===== src/rtl/vga_sync_gen.sv =====
// VGA raster timing generator: pixel/line counters advanced by a pixel strobe,
// with sync, blanking and line/frame strobes registered alongside the counters.
module vga_sync_gen #(
    parameter int unsigned H_ACTIVE = 640,
    parameter int unsigned H_FP     = 16,
    parameter int unsigned H_SYNC   = 96,
    parameter int unsigned H_BP     = 48,
    parameter int unsigned V_ACTIVE = 480,
    parameter int unsigned V_FP     = 10,
    parameter int unsigned V_SYNC   = 2,
    parameter int unsigned V_BP     = 33,
    parameter bit          SYNC_ACT = 1'b0
) (
    input  logic       clk,
    input  logic       rst,
    input  logic       pix_tick,
    output logic       hsync,
    output logic       vsync,
    output logic       video_on,
    output logic [9:0] pixel_x,
    output logic [9:0] pixel_y,
    output logic       line_start,
    output logic       frame_start
);

    localparam int unsigned H_TOTAL = H_ACTIVE + H_FP + H_SYNC + H_BP;
    localparam int unsigned V_TOTAL = V_ACTIVE + V_FP + V_SYNC + V_BP;

    localparam logic [9:0] H_LAST   = 10'(H_TOTAL - 1);
    localparam logic [9:0] V_LAST   = 10'(V_TOTAL - 1);
    localparam logic [9:0] H_VIS    = 10'(H_ACTIVE);
    localparam logic [9:0] V_VIS    = 10'(V_ACTIVE);
    localparam logic [9:0] HS_FIRST = 10'(H_ACTIVE + H_FP);
    localparam logic [9:0] HS_LAST  = 10'(H_ACTIVE + H_FP + H_SYNC - 1);
    localparam logic [9:0] VS_FIRST = 10'(V_ACTIVE + V_FP);
    localparam logic [9:0] VS_LAST  = 10'(V_ACTIVE + V_FP + V_SYNC - 1);

    logic [9:0] x_reg, y_reg;
    logic [9:0] x_next, y_next;
    logic       x_wrap, y_wrap;
    logic       hsync_reg, vsync_reg, video_reg, line_reg, frame_reg;
    logic       hsync_next, vsync_next, video_next;

    // Decode from the post-tick counter values so every registered output
    // lines up with the coordinates it describes.
    always_comb begin
        x_wrap = (x_reg == H_LAST);
        y_wrap = (y_reg == V_LAST);
        x_next = x_wrap ? 10'd0 : x_reg + 10'd1;
        y_next = y_reg;
        if (x_wrap) begin
            y_next = y_wrap ? 10'd0 : y_reg + 10'd1;
        end
        hsync_next = ((x_next >= HS_FIRST) && (x_next <= HS_LAST)) ? SYNC_ACT : !SYNC_ACT;
        vsync_next = ((y_next >= VS_FIRST) && (y_next <= VS_LAST)) ? SYNC_ACT : !SYNC_ACT;
        video_next = (x_next < H_VIS) && (y_next < V_VIS);
    end

    always_ff @(posedge clk) begin
        if (rst) begin
            x_reg     <= H_LAST;
            y_reg     <= V_LAST;
            hsync_reg <= !SYNC_ACT;
            vsync_reg <= !SYNC_ACT;
            video_reg <= 1'b0;
            line_reg  <= 1'b0;
            frame_reg <= 1'b0;
        end else if (pix_tick) begin
            x_reg     <= x_next;
            y_reg     <= y_next;
            hsync_reg <= hsync_next;
            vsync_reg <= vsync_next;
            video_reg <= video_next;
            line_reg  <= x_wrap;
            frame_reg <= x_wrap && y_wrap;
        end else begin
            // Strobes mark the tick itself, so they drop on idle cycles.
            line_reg  <= 1'b0;
            frame_reg <= 1'b0;
        end
    end

    assign pixel_x     = x_reg;
    assign pixel_y     = y_reg;
    assign hsync       = hsync_reg;
    assign vsync       = vsync_reg;
    assign video_on    = video_reg;
    assign line_start  = line_reg;
    assign frame_start = frame_reg;

endmodule

===== config.mk =====
export PLATFORM = sky130hd
export DESIGN_NAME = vga_sync_gen
export DESIGN_NICKNAME = d
export VERILOG_FILES = /design/src/rtl/vga_sync_gen.sv
export SDC_FILE = /design/constraint.sdc
export NUM_CORES = 1
export LEC_CHECK = 0
export BUFFER_PORTS_ARGS = -buffer_cell sky130_fd_sc_hd__clkbuf_2
export CORE_ASPECT_RATIO = 0.6
export CORE_MARGIN = 2
export CORE_UTILIZATION = 59
export CTS_CLUSTER_DIAMETER = 120
export DETAILED_ROUTE_END_ITERATION = 16
export MAX_ROUTING_LAYER = met4
export PLACE_DENSITY = 0.84
export SKIP_LAST_GASP = 1
export SLEW_MARGIN = 30
export SYNTH_ARGS = -nofsm -noshare
export SYNTH_HDL_FRONTEND = slang
export SYNTH_SLANG_ARGS = --single-unit
export TNS_END_PERCENT = 50

===== constraint.sdc =====
create_clock -name clk -period 3.9 [get_ports clk]
set_input_delay 0.39 -clock clk [delete_from_list [all_inputs] [get_ports clk]]
set_output_delay 0.39 -clock clk [all_outputs]
set_load 0.03 [all_outputs]

== Yosys cells after proc, flatten, opt, wreduce, memory -nomap -nowiden ==
Cells that the tools add are included.
Operators by class
  $lt $le $gt $ge: 6
  muxes and demuxes: 5
  reductions and logical operators: 5
  add/subtract/negate cells: 2
  equal/unequal tests: 2
  bitwise logic cells: 1
Operator list (count)
  two-way mux 10 bit: 3
  adder 10 x 1 -> 10 bit, second input constant: 2
  equality test 10 bit, second input constant: 2
  greater-or-equal comparator 10 bit, second input constant: 1
  greater-or-equal comparator 10 x 9 -> 1 bit, second input constant: 1
  <= comparator 10 bit, second input constant: 1
  <= comparator 10 x 9 -> 1 bit, second input constant: 1
  < comparator 10 bit, second input constant: 1
  < comparator 10 x 9 -> 1 bit, second input constant: 1
  logical AND 1 bit: 4
  two-way mux 1 bit: 2
  OR reduction 2 bit: 1
  inverter 1 bit: 1
Storage, ports and cells
  output and inout bits: 25
  input port bits: 3
  word-level logic and storage cells: 28
  register bits: 25

== Logic depth before layout (Yosys ltp) ==
  depth after elaboration: 6
  mapped depth: 7
  gate-level depth less buffers: 7

== Least setup slack after synthesis ==
No wires, ideal clock.
  path kind: reg2reg
  from: register x_reg[0] (netlist: pixel_x[0])
  to: register vsync_reg (netlist: vsync)
  data arrival time: 2119 ps
  period minus slack after synthesis: 2245 ps
  library setup time: 127 ps
  required time: 3773 ps
  slack: 1655 ps
  path buffers: 1
  stages on the path, launching flop included: 8
  cell sequence: dfxtp_1 ha_1 and4_1 buf_2 nand3_4 or4_1 a31oi_1 a31oi_1
Between the ends
  cells in the longest elaborated chain, start to end: 5
  elaborated cells on any way between the ends: 6
  those cells by class: 2 x order compare; 1 x eq/ne; 2 x mux; 1 x reduce/logical
Ends and longest elaborated chain
  from (decl): line 38  | logic [9:0] x_reg, y_reg;
  from (signal assigned): line 69  | x_reg <= x_next;
  equality test 10 bit *: line 47  | x_wrap = (x_reg == H_LAST);
  two-way mux 10 bit *: line 51  | if (x_wrap) begin
  greater-or-equal comparator 10 x 9 -> 1 bit / <= comparator 10 x 9 -> 1 bit (equally long branches): line 55  | vsync_next = ((y_next >= VS_FIRST) && (y_next <= VS_LAST)) ? SYNC_ACT : !SYNC_ACT;
  logical AND 1 bit *: line 55
  two-way mux 1 bit *: line 55
  to (signal assigned): line 64  | vsync_reg <= !SYNC_ACT;
  to (signal assigned): line 72  | vsync_reg <= vsync_next;
  to (decl): line 41  | logic hsync_reg, vsync_reg, video_reg, line_reg, frame_reg;
Mark *: on every way between the ends. The rest lies on a longest branch, timed or not.
A chain may end at the register's enable or synchronous reset.

== Worst setup path after layout ==
Same ends and word-level chain as after synthesis.

==> impl_metrics.env <==
export IMPL_finalHoldViolations=0
export IMPL_ctsResizeCount=0
export IMPL_grt_pass1_vias=1269
export IMPL_cts_htree_levels=1
export IMPL_root_buffer="clkbuf_8"
export IMPL_initial_core_util_pct=61.6
export IMPL_cap_viol_max_count=0
export IMPL_power_leakage_nw=0.684
export IMPL_fin_skew_ps=8.14
export IMPL_required_ps=4060
export IMPL_place_gp_congestion=0.907
export IMPL_synth_nets=195
export IMPL_synth_seq_cells=25
export IMPL_fmax_mhz=429
export IMPL_clock_latency_ps=280
export IMPL_grt_pass1_wl_mm=6.31
export IMPL_ios=28
export IMPL_globalRoute_totalOverflow=0
export IMPL_critical_path_class="reg2reg"
export IMPL_antenna_cells=0
export IMPL_rows=14
export IMPL_setup_worst_path_end_class="register"
export IMPL_wire_per_inst_um=15.7
export IMPL_syn2layout_area_growth_pct=11.5
export IMPL_power_density_mw_per_mm2=394
export IMPL_grt_setup_unrepaired="no"
export IMPL_drv_slew=0
export IMPL_vias_per_cell=6.38
export IMPL_fin_setup_tns_ps=0
export IMPL_peakVddDrop_v=0.000294
export IMPL_place_hpwl_mm=2.78
export IMPL_fin_crit_sh_pct=59.8
export IMPL_syn_area_mm2=0.00152
export IMPL_avgSynthCellArea_um2=8.09
export IMPL_die_y_um=43.3
export IMPL_dr_total_vias=1538
export IMPL_async_flop_share_pct=0
export IMPL_routed_wl_mm=3.79
export IMPL_grt_max_degree=21
export IMPL_drtAntennaViolNets=0
export IMPL_synth_edff_count=0
export IMPL_numCtsBuffers=3
export IMPL_final_cell_mix="27 x clkbuf_2, 25 x dfxtp_1, 17 x nor2_1"
export IMPL_drtPass1Iterations=5
export IMPL_clock_sinks=25
export IMPL_hold_buffers=0
export IMPL_whs_ps=516
export IMPL_worst_pin_slew_ps=621
export IMPL_coreArea_mm2=0.00247
export IMPL_worst_setup_path_start_kind="register"
export IMPL_fill_cells=204
export IMPL_cts_tree="yes"
export IMPL_cts_setup_buffers=0
export IMPL_fp_dieArea_mm2=0.00301
export IMPL_crit_fanout=8
export IMPL_ys_seq_area_share_pct=32.9
export IMPL_mostFrequentLayoutCell="clkbuf_2"
export IMPL_setup_viol=0
export IMPL_status="complete, no violations"
export IMPL_clk_pin_slew_ps=100
export IMPL_drcViolationCount=0
export IMPL_synth_flop_cell="dfxtp_1"
export IMPL_nets=217
export IMPL_yosys_warnings=0
export IMPL_grt_use_total_pct=27.7
export IMPL_final_layout_size_suffix_gt1_share_pct=18.2
export IMPL_die_w_um=69.6
export IMPL_fin_crit_ps=2330
export IMPL_dr_first_iter_drc_count=245
export IMPL_critical_path_arrival_ps=2490
export IMPL_antenna_found_initial=0
export IMPL_synth_cell_types=46
export IMPL_slew_headroom_pct=58.3
export IMPL_numPortBuffers=27
export IMPL_syn_inst=188
export IMPL_min_path_type="reg2reg"
export IMPL_cts_buffer_depth=2
-- worst paths after layout --
check | start | to | slack, ps | depth (start not counted)
worst max-delay path | pixel_x[0]$_SDFFE_PP1P_ | vsync$_SDFFE_PP1P_ | 1570 | 6
worst min-delay path | video_on$_SDFFE_PP0P_ | video_on$_SDFFE_PP0P_ | 520 | 2
worst max register to register | pixel_x[0]$_SDFFE_PP1P_ | vsync$_SDFFE_PP1P_ | 1570 | 6
worst min register to register | video_on$_SDFFE_PP0P_ | video_on$_SDFFE_PP0P_ | 520 | 2
-- worst max-delay path: stages (launching register included) --
cell	delay (ps)
dfxtp_1	470
ha_1	300
and4_1	400
nand3_4	160
or4_1	530
a31oi_1	240
a31oi_1	110
-- synthesized netlist by cell type (all sizes together) (4+ instances only) --
cell | n | area share, %
a21oi | 12 | 3.9
a31oi | 5 | 2.1
and3 | 4 | 1.6
and4 | 5 | 3.0
buf | 4 | 1.7
clkbuf | 6 | 1.5
dfxtp | 25 | 33
ha | 4 | 3.3
inv | 7 | 1.7
nand2 | 15 | 3.7
nand3 | 12 | 4.8
nand4 | 7 | 3.3
nor2 | 17 | 4.2
nor3 | 8 | 3.0
o21ai | 11 | 3.6
xor2 | 5 | 2.9
-- logic make-up (layout without fill, tap and decap cells) --
group | after synthesis | after routing | share of synthesized area, %
AOI/OAI and AO/OA | 45 | 45 | 18.7
buffers and inverters | 17 | 38 | 4.93
and+or+nand+nor | 88 | 88 | 35.0
DFF | 25 | 25 | 32.9
adders and majority gates | 5 | 5 | 3.95
xor gates and xnor gates | 8 | 8 | 4.61
-- power breakdown --
| part | total (mW) | leakage, nW | switching (mW) | internal, mW |
|---|---|---|---|---|
| clock network | 0.163 | 0.0217 | 0.0901 | 0.0727 |
| registers | 0.304 | 0.204 | 0.0327 | 0.272 |
| logic | 0.202 | 0.459 | 0.133 | 0.0689 |
| total | 0.669 | 0.684 | 0.256 | 0.413 |
-- layer usage --
layer	up-vias	global-route usage, %	part of all wire [%]	wire length (um)
met5	-	-	0	0
met4	0	7.84	1.3	51
met3	8	8.14	11	428
met2	89	37.3	41	1550
met1	704	40.0	46	1760
li1	737	-	-	-
-- layout make-up --
cell class                      instances  area (um2)  area share (%)
Tap cell                               32        40.0            2.36
Clock inverter                          1        7.51           0.442
Sequential cell                        25         500            29.5
Inverter                                7        26.3            1.55
Timing Repair Buffer                   27         135            7.96
Clock buffer                            3        41.3            2.43
Multi-Input combinational cell        146         946            55.8
-- stage by stage --
stage	area [um2]	setup WS (ps)	util, %	instances	power [mW]
5_1_grt	1700	1460	68.7	241	0.705
2_1_floorplan	1520	1650	-	188	0.461
3_5_place_dp	1650	1620	66.7	237	0.507
4_1_cts	1700	1590	68.7	241	0.670
3_3_place_gp	1650	1730	66.7	237	0.500
6_report	1700	1570	68.7	241	0.669
(Power assumes the default switching activity.)
